<file path="src/rtl/dac_upd_pkg.sv">
// dac_update_ctrl shared types: command opcodes, FSM states, data width.
// Optional watchdog is enabled by defining DAC_UPD_WATCHDOG_EN.
package dac_upd_pkg;

   localparam int DW = 16;

   typedef enum logic [1:0] {
      OP_FIXED = 2'b00,
      OP_RAMP  = 2'b01,
      OP_OFF   = 2'b10,
      OP_RSVD  = 2'b11
   } op_e;

   typedef enum logic [1:0] {
      S_IDLE = 2'b00,
      S_ARM  = 2'b01,
      S_RAMP = 2'b10,
      S_HOLD = 2'b11
   } state_e;

endpackage

</file>
<file path="src/rtl/dac_upd_strobe_gen.sv">
// Update-rate divider: one-cycle strobe on the last count and an
// apply pulse one cycle earlier so outputs settle before the strobe.
module dac_upd_strobe_gen #(
   parameter int CLK_HZ    = 50_000_000,
   parameter int UPDATE_HZ = 300
) (
   input  logic clk,
   input  logic rst_l,
   output logic sync,
   output logic apply
);

   localparam int DIV = CLK_HZ / UPDATE_HZ;
   localparam int CW  = $clog2(DIV);
   localparam logic [CW-1:0] LAST = CW'(DIV - 1);
   localparam logic [CW-1:0] APT  = CW'(DIV - 2);

   logic [CW-1:0] div_cnt;

   always_ff @(posedge clk or negedge rst_l) begin
      if (!rst_l) begin
         div_cnt <= '0;
      end else if (div_cnt == LAST) begin
         div_cnt <= '0;
      end else begin
         div_cnt <= div_cnt + CW'(1);
      end
   end

   assign sync  = (div_cnt == LAST);
   assign apply = (div_cnt == APT);

endmodule

</file>
<file path="src/rtl/dac_update_ctrl.sv">
// DAC command sequencer: latches host commands and applies them just
// before each update strobe. Define DAC_UPD_WATCHDOG_EN for the watchdog.
module dac_update_ctrl
   import dac_upd_pkg::*;
#(
   parameter int            CLK_HZ       = 50_000_000,
   parameter int            UPDATE_HZ    = 300,
   parameter int            RAMP_STROBES = 256,
   parameter logic [DW-1:0] RESET_VALUE  = 16'h0000,
   parameter int            WDOG_STROBES = 3000,
   parameter logic [DW-1:0] SAFE_VALUE   = 16'h0000
) (
   input  logic          clk,
   input  logic          rst_l,
   input  logic          cmd_valid,
   output logic          cmd_ready,
   input  logic [1:0]    cmd_op,
   input  logic [DW-1:0] cmd_value,
   output logic          sync_300Hz,
   output logic          mode,
   output logic [DW-1:0] fixed_value,
   output logic          cs,
   output logic          busy,
   output logic          done,
   output logic          wdog_trip
);

   state_e        state, state_nxt, settled;
   op_e           lat_op;
   logic [DW-1:0] lat_val;
   logic [DW-1:0] ramp_cnt;
   logic          apply, accept, ramp_last, done_q, wd_fire;

   dac_upd_strobe_gen #(
      .CLK_HZ    (CLK_HZ),
      .UPDATE_HZ (UPDATE_HZ)
   ) u_strobe (
      .clk   (clk),
      .rst_l (rst_l),
      .sync  (sync_300Hz),
      .apply (apply)
   );

   assign accept    = cmd_valid & cmd_ready;
   assign ramp_last = sync_300Hz &
                      (ramp_cnt == DW'(RAMP_STROBES - 1));

   always_ff @(posedge clk or negedge rst_l) begin
      if (!rst_l) begin
         state <= S_IDLE;
      end else begin
         state <= state_nxt;
      end
   end

   always_comb begin
      state_nxt = state;
      unique case (state)
         S_IDLE, S_HOLD: begin
            if (accept) state_nxt = S_ARM;
         end
         S_ARM: begin
            if (apply) begin
               unique case (lat_op)
                  OP_FIXED: state_nxt = S_HOLD;
                  OP_RAMP:  state_nxt = S_RAMP;
                  OP_OFF:   state_nxt = S_IDLE;
                  OP_RSVD:  state_nxt = settled;
               endcase
            end
         end
         S_RAMP: begin
            if (ramp_last) state_nxt = S_HOLD;
         end
      endcase
   end

   always_comb begin
      cmd_ready = 1'b0;
      busy      = 1'b0;
      done      = done_q;
      unique case (state)
         S_IDLE, S_HOLD: cmd_ready = 1'b1;
         S_ARM: begin
            busy = 1'b1;
            if (apply && lat_op == OP_RSVD) done = 1'b1;
         end
         S_RAMP: begin
            busy = 1'b1;
            if (ramp_last) done = 1'b1;
         end
      endcase
   end

   // settled remembers where a reserved op must return to
   always_ff @(posedge clk or negedge rst_l) begin
      if (!rst_l) begin
         lat_op  <= OP_FIXED;
         lat_val <= '0;
         settled <= S_IDLE;
      end else if (accept) begin
         lat_op  <= op_e'(cmd_op);
         lat_val <= cmd_value;
         settled <= state;
      end
   end

   always_ff @(posedge clk or negedge rst_l) begin
      if (!rst_l) begin
         ramp_cnt <= '0;
      end else if (state == S_ARM && apply) begin
         ramp_cnt <= '0;
      end else if (state == S_RAMP && sync_300Hz &&
                   ramp_cnt != '1) begin
         ramp_cnt <= ramp_cnt + DW'(1);
      end
   end

   always_ff @(posedge clk or negedge rst_l) begin
      if (!rst_l) begin
         mode        <= 1'b0;
         fixed_value <= RESET_VALUE;
         cs          <= 1'b0;
         done_q      <= 1'b0;
      end else begin
         done_q <= 1'b0;
         if (state == S_ARM && apply) begin
            unique case (lat_op)
               OP_FIXED: begin
                  mode        <= 1'b0;
                  fixed_value <= lat_val;
                  cs          <= 1'b1;
                  done_q      <= 1'b1;
               end
               OP_RAMP: begin
                  mode        <= 1'b1;
                  fixed_value <= lat_val;
                  cs          <= 1'b1;
               end
               OP_OFF: begin
                  mode        <= 1'b0;
                  fixed_value <= RESET_VALUE;
                  cs          <= 1'b0;
                  done_q      <= 1'b1;
               end
               OP_RSVD: begin
               end
            endcase
         end else if (wd_fire) begin
            mode        <= 1'b0;
            fixed_value <= SAFE_VALUE;
         end
      end
   end

`ifdef DAC_UPD_WATCHDOG_EN
   logic [DW-1:0] wd_cnt;
   logic          wd_trip_q;

   assign wd_fire = (state == S_HOLD) & apply & ~accept &
                    ~wd_trip_q &
                    (wd_cnt >= DW'(WDOG_STROBES));

   always_ff @(posedge clk or negedge rst_l) begin
      if (!rst_l) begin
         wd_cnt    <= '0;
         wd_trip_q <= 1'b0;
      end else begin
         if (state != S_HOLD) begin
            wd_cnt <= '0;
         end else if (sync_300Hz && wd_cnt != '1) begin
            wd_cnt <= wd_cnt + DW'(1);
         end
         if (accept) begin
            wd_trip_q <= 1'b0;
         end else if (wd_fire) begin
            wd_trip_q <= 1'b1;
         end
      end
   end

   assign wdog_trip = wd_trip_q;
`else
   logic unused_wdog;

   assign unused_wdog = ^{32'(WDOG_STROBES), SAFE_VALUE};
   assign wd_fire     = 1'b0;
   assign wdog_trip   = 1'b0;
`endif

endmodule

</file>
<file path="config.mk">
export PLATFORM = sky130hd
export DESIGN_NAME = dac_update_ctrl
export DESIGN_NICKNAME = d
export VERILOG_FILES = /design/src/rtl/dac_upd_pkg.sv /design/src/rtl/dac_upd_strobe_gen.sv /design/src/rtl/dac_update_ctrl.sv
export SDC_FILE = /design/constraint.sdc
export NUM_CORES = 1
export LEC_CHECK = 0
export BUFFER_PORTS_ARGS = -buffer_cell sky130_fd_sc_hd__buf_2
export CAP_MARGIN = 10
export CORE_ASPECT_RATIO = 0.6
export CORE_MARGIN = 2
export CORE_UTILIZATION = 50
export DETAILED_ROUTE_END_ITERATION = 7
export PLACE_DENSITY = 0.79
export SLEW_MARGIN = 25
export SYNTH_ARGS = -nofsm -noshare
export SYNTH_HDL_FRONTEND = slang
export SYNTH_SLANG_ARGS = --single-unit
</file>
<file path="constraint.sdc">
create_clock -name clk -period 3.55 [get_ports clk]
set_input_delay 0.1775 -clock clk [delete_from_list [all_inputs] [get_ports clk]]
set_output_delay 0.1775 -clock clk [all_outputs]
set_load 0.01 [all_outputs]
</file>
# Word level (Yosys, flattened, before mapping)
# Index checks and enable logic that the tools add are counted.
# W data, S select, Z words.
[op_classes]
n_addsub = 2
eq_ne = 13
muxes = 18
bitwise_logic = 2
n_reduce_logical = 16
[ops]
columns = ["cell", "n"]
rows = [
  ["$eq A18 B18 Y1 const B", 2],
  ["$mux W16", 2],
  ["$pmux W16 S2", 1],
  ["$add A18 B1 Y18 const B", 1],
  ["$mux W18", 1],
  ["$add A16 B1 Y16 const B", 1],
  ["$eq A16 B8 Y1 const B", 1],
  ["$ne A16 B16 Y1 const B", 1],
  ["$eq A2 B2 Y1 const B", 4],
  ["$pmux W2 S4", 1],
  ["$reduce_or A2 Y1", 4],
  ["$mux W1", 6],
  ["$mux W2", 3],
  ["$ne A2 B2 Y1 const B", 3],
  ["$pmux W1 S2", 3],
  ["$pmux W2 S3", 1],
  ["$reduce_bool A2 Y1", 3],
  ["$eq A2 B1 Y1 const B", 2],
  ["$logic_and A1 B1 Y1", 4],
  ["$logic_not A2 Y1", 2],
  ["$reduce_and A2 Y1", 2],
  ["$reduce_and A3 Y1", 1],
  ["$and A1 B1 Y1", 2],
]
[word_totals]
ff_bits = 75
input_bits = 21
output_inout_bits = 23

# Longest topological paths before layout
[depth]
depth_word = 6
depth_mapped = 9
depth_no_buf = 7

# By module
# Synthesis repeated with hierarchy kept, for this count alone.
[unflattened]
hier_cells = 309
area_unflattened_um2 = 3462.1
[modules_own_cells]
columns = ["module", "instances", "cells_each", "area_per_inst_um2", "seq_area_each_um2"]
rows = [
  ["dac_update_ctrl", 1, 221, 2552.4, 1426.4],
  ["dac_upd_strobe_gen", 1, 88, 909.6, 450.4],
]

# Worst setup path before layout
# No wires, ideal clock.
[synth_timing]
kind = "reg2reg"
from = "reg u_strobe.div_cnt[2]"
to = "reg state[1]"
setup_ns = 0.121
arrival_ns = 2.048
slack_ns = 1.381
path_stages_with_launch = 7
n_path_buf = 1
period_less_slack_ns = 2.169
path_cell_list = "dfrtp_1 buf_6 or4b_4 nor4_4 nand4_2 a221o_1 a22o_1"
[synth_between]
elab_chain_len = 4
elab_cells_between_ends = 6
[synth_rtl]
columns = ["item", "line", "rtl"]
rows = [
  ["from (decl)", "dac_upd_strobe_gen.sv:18", "logic [CW-1:0] div_cnt;"],
  ["from (signal assigned)", "dac_upd_strobe_gen.sv:26", "div_cnt <= div_cnt + CW'(1);"],
  ["$eq A18 B18 Y1", "dac_upd_strobe_gen.sv:30", "assign sync = (div_cnt == LAST);"],
  ["$and A1 B1 Y1", "dac_update_ctrl.sv:45", "assign ramp_last = sync_300Hz &"],
  ["$ne A2 B2 Y1 (no source line)", "--", ""],
  ["$reduce_and A3 Y1 (no source line) *", "--", ""],
  ["to (signal assigned)", "dac_update_ctrl.sv:52", "state <= state_nxt;"],
  ["to (decl)", "dac_update_ctrl.sv:28", "state_e state, state_nxt, settled;"],
]
# Every way passes the cells marked *; elsewhere a longest branch is shown, timed or not.
# A chain may end at the register's enable or synchronous reset.

# Worst setup path in the final report
[layout_timing]
from = "reg u_strobe.div_cnt[7]"
to = "reg fixed_value[5]"
[layout_between]
elab_chain_len = 3
[layout_rtl]
columns = ["item", "line", "rtl"]
rows = [
  ["$eq A18 B18 Y1", "dac_upd_strobe_gen.sv:31", "assign apply = (div_cnt == APT);"],
  ["$logic_and A1 B1 Y1", "dac_update_ctrl.sv:127", "if (state == S_ARM && apply) begin"],
  ["$reduce_and A2 Y1 (no source line)", "--", ""],
  ["to (signal assigned)", "dac_update_ctrl.sv:131", "fixed_value <= lat_val;"],
  ["to (signal assigned)", "dac_update_ctrl.sv:137", "fixed_value <= lat_val;"],
  ["to (decl)", "dac_update_ctrl.sv:21", "output logic [DW-1:0] fixed_value,"],
]
# Every way passes these cells.

==> impl_results.md <==
* CP arrival at 2.86 ns
* Die H at 68.61 µm
* Slew Limit Fails at 0
* Setup Viol. Count Final at 0
* Placed wire-length estimate at 4.816 mm
* Cells after synthesis at 340
* Rows at 23
* Die X at 111.7 µm
* Main synth FF type: dfrtp_1
* Met3 GRT Util at 0.08129
* Drt first-iter violations at between 200 and 300
* Final GP Congestion at about 0.84
* Sequential-to-total area share from yosys stat at 0.5396
* Max_cap viols at 0
* Die footprint at ~7700 µm²
* Core Box Area at between 6000 and 7000 µm²
* Initial antenna violation count at 0
* ANT cells at 0
* Top cells by area, synth: dfrtp_1 54%, nand2_1 7.6%, mux2_2 5.8%, o21ai_0 2.7%, or3_1 2.5%
* Asr flop ratio synth at 1.000
* Setup TNS at 0 ns
* Max rail drop VDD at 0.4044 mV
* Crit end category: flip-flop
* CTS tree: done
* Crit path kind: reg2reg
* Post-CTS setup buffer count at 0
* FF+latch count, synth at 75
* Post-synth top area cell: dfrtp_1
* Mapped Nets at 367
* Outcome: finished clean
* CTS Hold Bufs at 0
* All-layer global routing usage at 0.1986
* Pleak at 1.992 nW
* Most numerous cell in the Yosys netlist: dfrtp_1
* H-tree depth at 3
* Fill cells at 538
* CP startpoint kind: flip-flop
* Final core occ at 0.6065
* Worst-path fanout max at 16
* Drt wl/cell at ~15 µm
* Worst-Skew Late Latency at 0.34 ns
* Ports at 44
* Pwr/cell area at 442.2 nW/µm²
* Worst Skew at 0.007943 ns
* Vias in the first global route at 2,368
* Clock buffer depth at 2
* Residual DRC count at 0
* Hold Violations, Final at 0
* Syn_area_per_cell at 10.23 µm²
* EDFF count, synth at 0
* CTS resizes at 0
* Area growth syn-to-layout at 16.91%
* Cts bufs inserted at 9
* Share of cells above drive strength 1 at 0.2171
* Effective utilization at floorplan at 0.5188
* Distinct cell type count after synthesis at 46
* FMAX at 377.5 MHz
* Synth cell count leaders: 75 x dfrtp_1, 70 x nand2_1, 19 x o21ai_0
* Post-Syn Area at about 3500 µm²
* Worst Tran Pin Value at about 0.89 ns
* Synth warn at 0
* Start point of the critical path: u_strobe.div_cnt[7]$_DFF_PN0_
* Most used routing layer in global routing: met2
* Relative slew margins at 0.4050
* Share of the synthesized area in the top cell type at 0.5396
* Reg2reg start: u_strobe.div_cnt[7]$_DFF_PN0_
* Critical Path RT at 3.76 ns
* GR Util met1 at 0.2767
* NumNets Final at 409
* Unrepaired setup endpoints after global routing: no
* Sink Count at 75
* First-pass GRT wire length at 11.50 mm
* Hold Crit Class: in2reg
* Routed WL at 7.072 mm
* Final worst-path cycle share at 0.7462
* Hold Startpoint: cmd_value[1]
* Clk root buf: clkbuf_16
* Crit path time final at 2.649 ns
* Vias per inst at roughly 5.5
* Post-DRT Antenna Nets at 0
* First-pass DRT Iterations at 4
* GRT Residual Overflow at 0
* Clock-pin slew of the registers on the worst-case setup and hold paths at 0.06 ns
* Total number of vias at 2,601
* Largest net degree at the start of global routing at 76
* Port Buffer Count at 42
* Met2 usage at 0.2894
-- per-layer routing --
metal / part of all wire / up-vias
li1: - / 1265
met1: 0.47 / 1258
met2: 0.46 / 69
met3: 0.066 / 9
met4: 0.011 / 0
met5: 0 / -
-- path summary, 6_finish.rpt --
kind                                                to  slack (ns)  cells after the start
min in group asynchronous      ramp_cnt[7]$_DFFE_PN0P_        0.26                      2
max reg2reg                 fixed_value[5]$_DFFE_PN0P_        0.90                      5
min reg2reg                fixed_value[10]$_DFFE_PN0P_        0.46                      2
min                             lat_val[1]$_DFFE_PN0P_        0.07                      2
max                         fixed_value[5]$_DFFE_PN0P_        0.90                      5
max in group asynchronous      lat_val[14]$_DFFE_PN0P_        2.74                      3
-- logic make-up after synthesis --
logic type | share of synthesized area
and+or+nand+nor | 0.2299
DFF | 0.5396
AOI/OAI and AO/OA | 0.07518
buffers and inverters | 0.03417
muxes | 0.05827
xor gates and xnor gates | 0.04029
adders and majority gates | 0.02158
other | 0.001078
-- state kept, by name (all words and copies together), names as in the netlist --
signal and flops:
mode 1, done_q 1, lat_val 16, cs 1, ramp_cnt 16, fixed_value 16, state 2, u_strobe.div_cnt 18
settled 2, lat_op 2
-- area by class of cell --
type / instances / area (µm²) / share of cell area
flip-flops and latches: 75 / 1877 / 0.4615
multi-input cells: 241 / 1483 / 0.3646
repair buffers: 45 / 257.7 / 0.06338
clock buffers: 11 / 242.7 / 0.05969
well taps: 87 / 108.9 / 0.02677
clock inverters: 5 / 60.06 / 0.01477
inverters: 10 / 37.54 / 0.009231
-- cell usage in the layout, fill, tap and decap left out, types with 2 or more instances in the layout --
master and instances:
xnor2_1 9, nor4bb_1 2, mux2_2 18, or3_1 14
or4_1 5, or2_2 2, nand2b_1 2, a21oi_1 17
nor2b_1 2, o31ai_1 3, nand2_1 70, and4_1 2
nor2_1 16, nor4b_1 2, ha_1 6, and3_1 3
buf_2 41, buf_4 2, nand4_1 7, xor2_1 7
o2111ai_1 2, clkbuf_16 9, nor3_1 3, inv_1 10
nand3_1 13, o21ai_0 19, dfrtp_1 75
-- critical path, cell delays in order, from the launching register on --
cell     delay (ns)
dfrtp_1        0.44
or4_2          0.73
nor4_4         0.28
nand4_1        0.66
nand2_1        0.31
nand2_1        0.09
-- report_power, final --
group / total [W] / internal, W / switching, W
clock network: 0.000911 / 0.000565 / 0.000345
logic: 0.0000323 / 0.0000121 / 0.0000202
registers: 0.000855 / 0.000855 / 0
total: 0.00180 / 0.00143 / 0.000366
-- stage by stage --
stage	instance area [µm²]	hold WS [ns]	total power, W	instances	worst slack, ns
5_1_grt	4066	0.06079	0.001859	474	0.7700
2_1_floorplan	3478	-0.1181	0.0008724	340	1.381
3_3_place_gp	3726	0.3675	0.0008987	456	1.115
3_5_place_dp	3726	0.3693	0.0008992	456	0.9796
6_report	4066	0.06953	0.001798	474	0.9010
4_1_cts	4029	0.009480	0.001808	472	0.9239
Note: power is estimated with default switching activity, not from simulation.
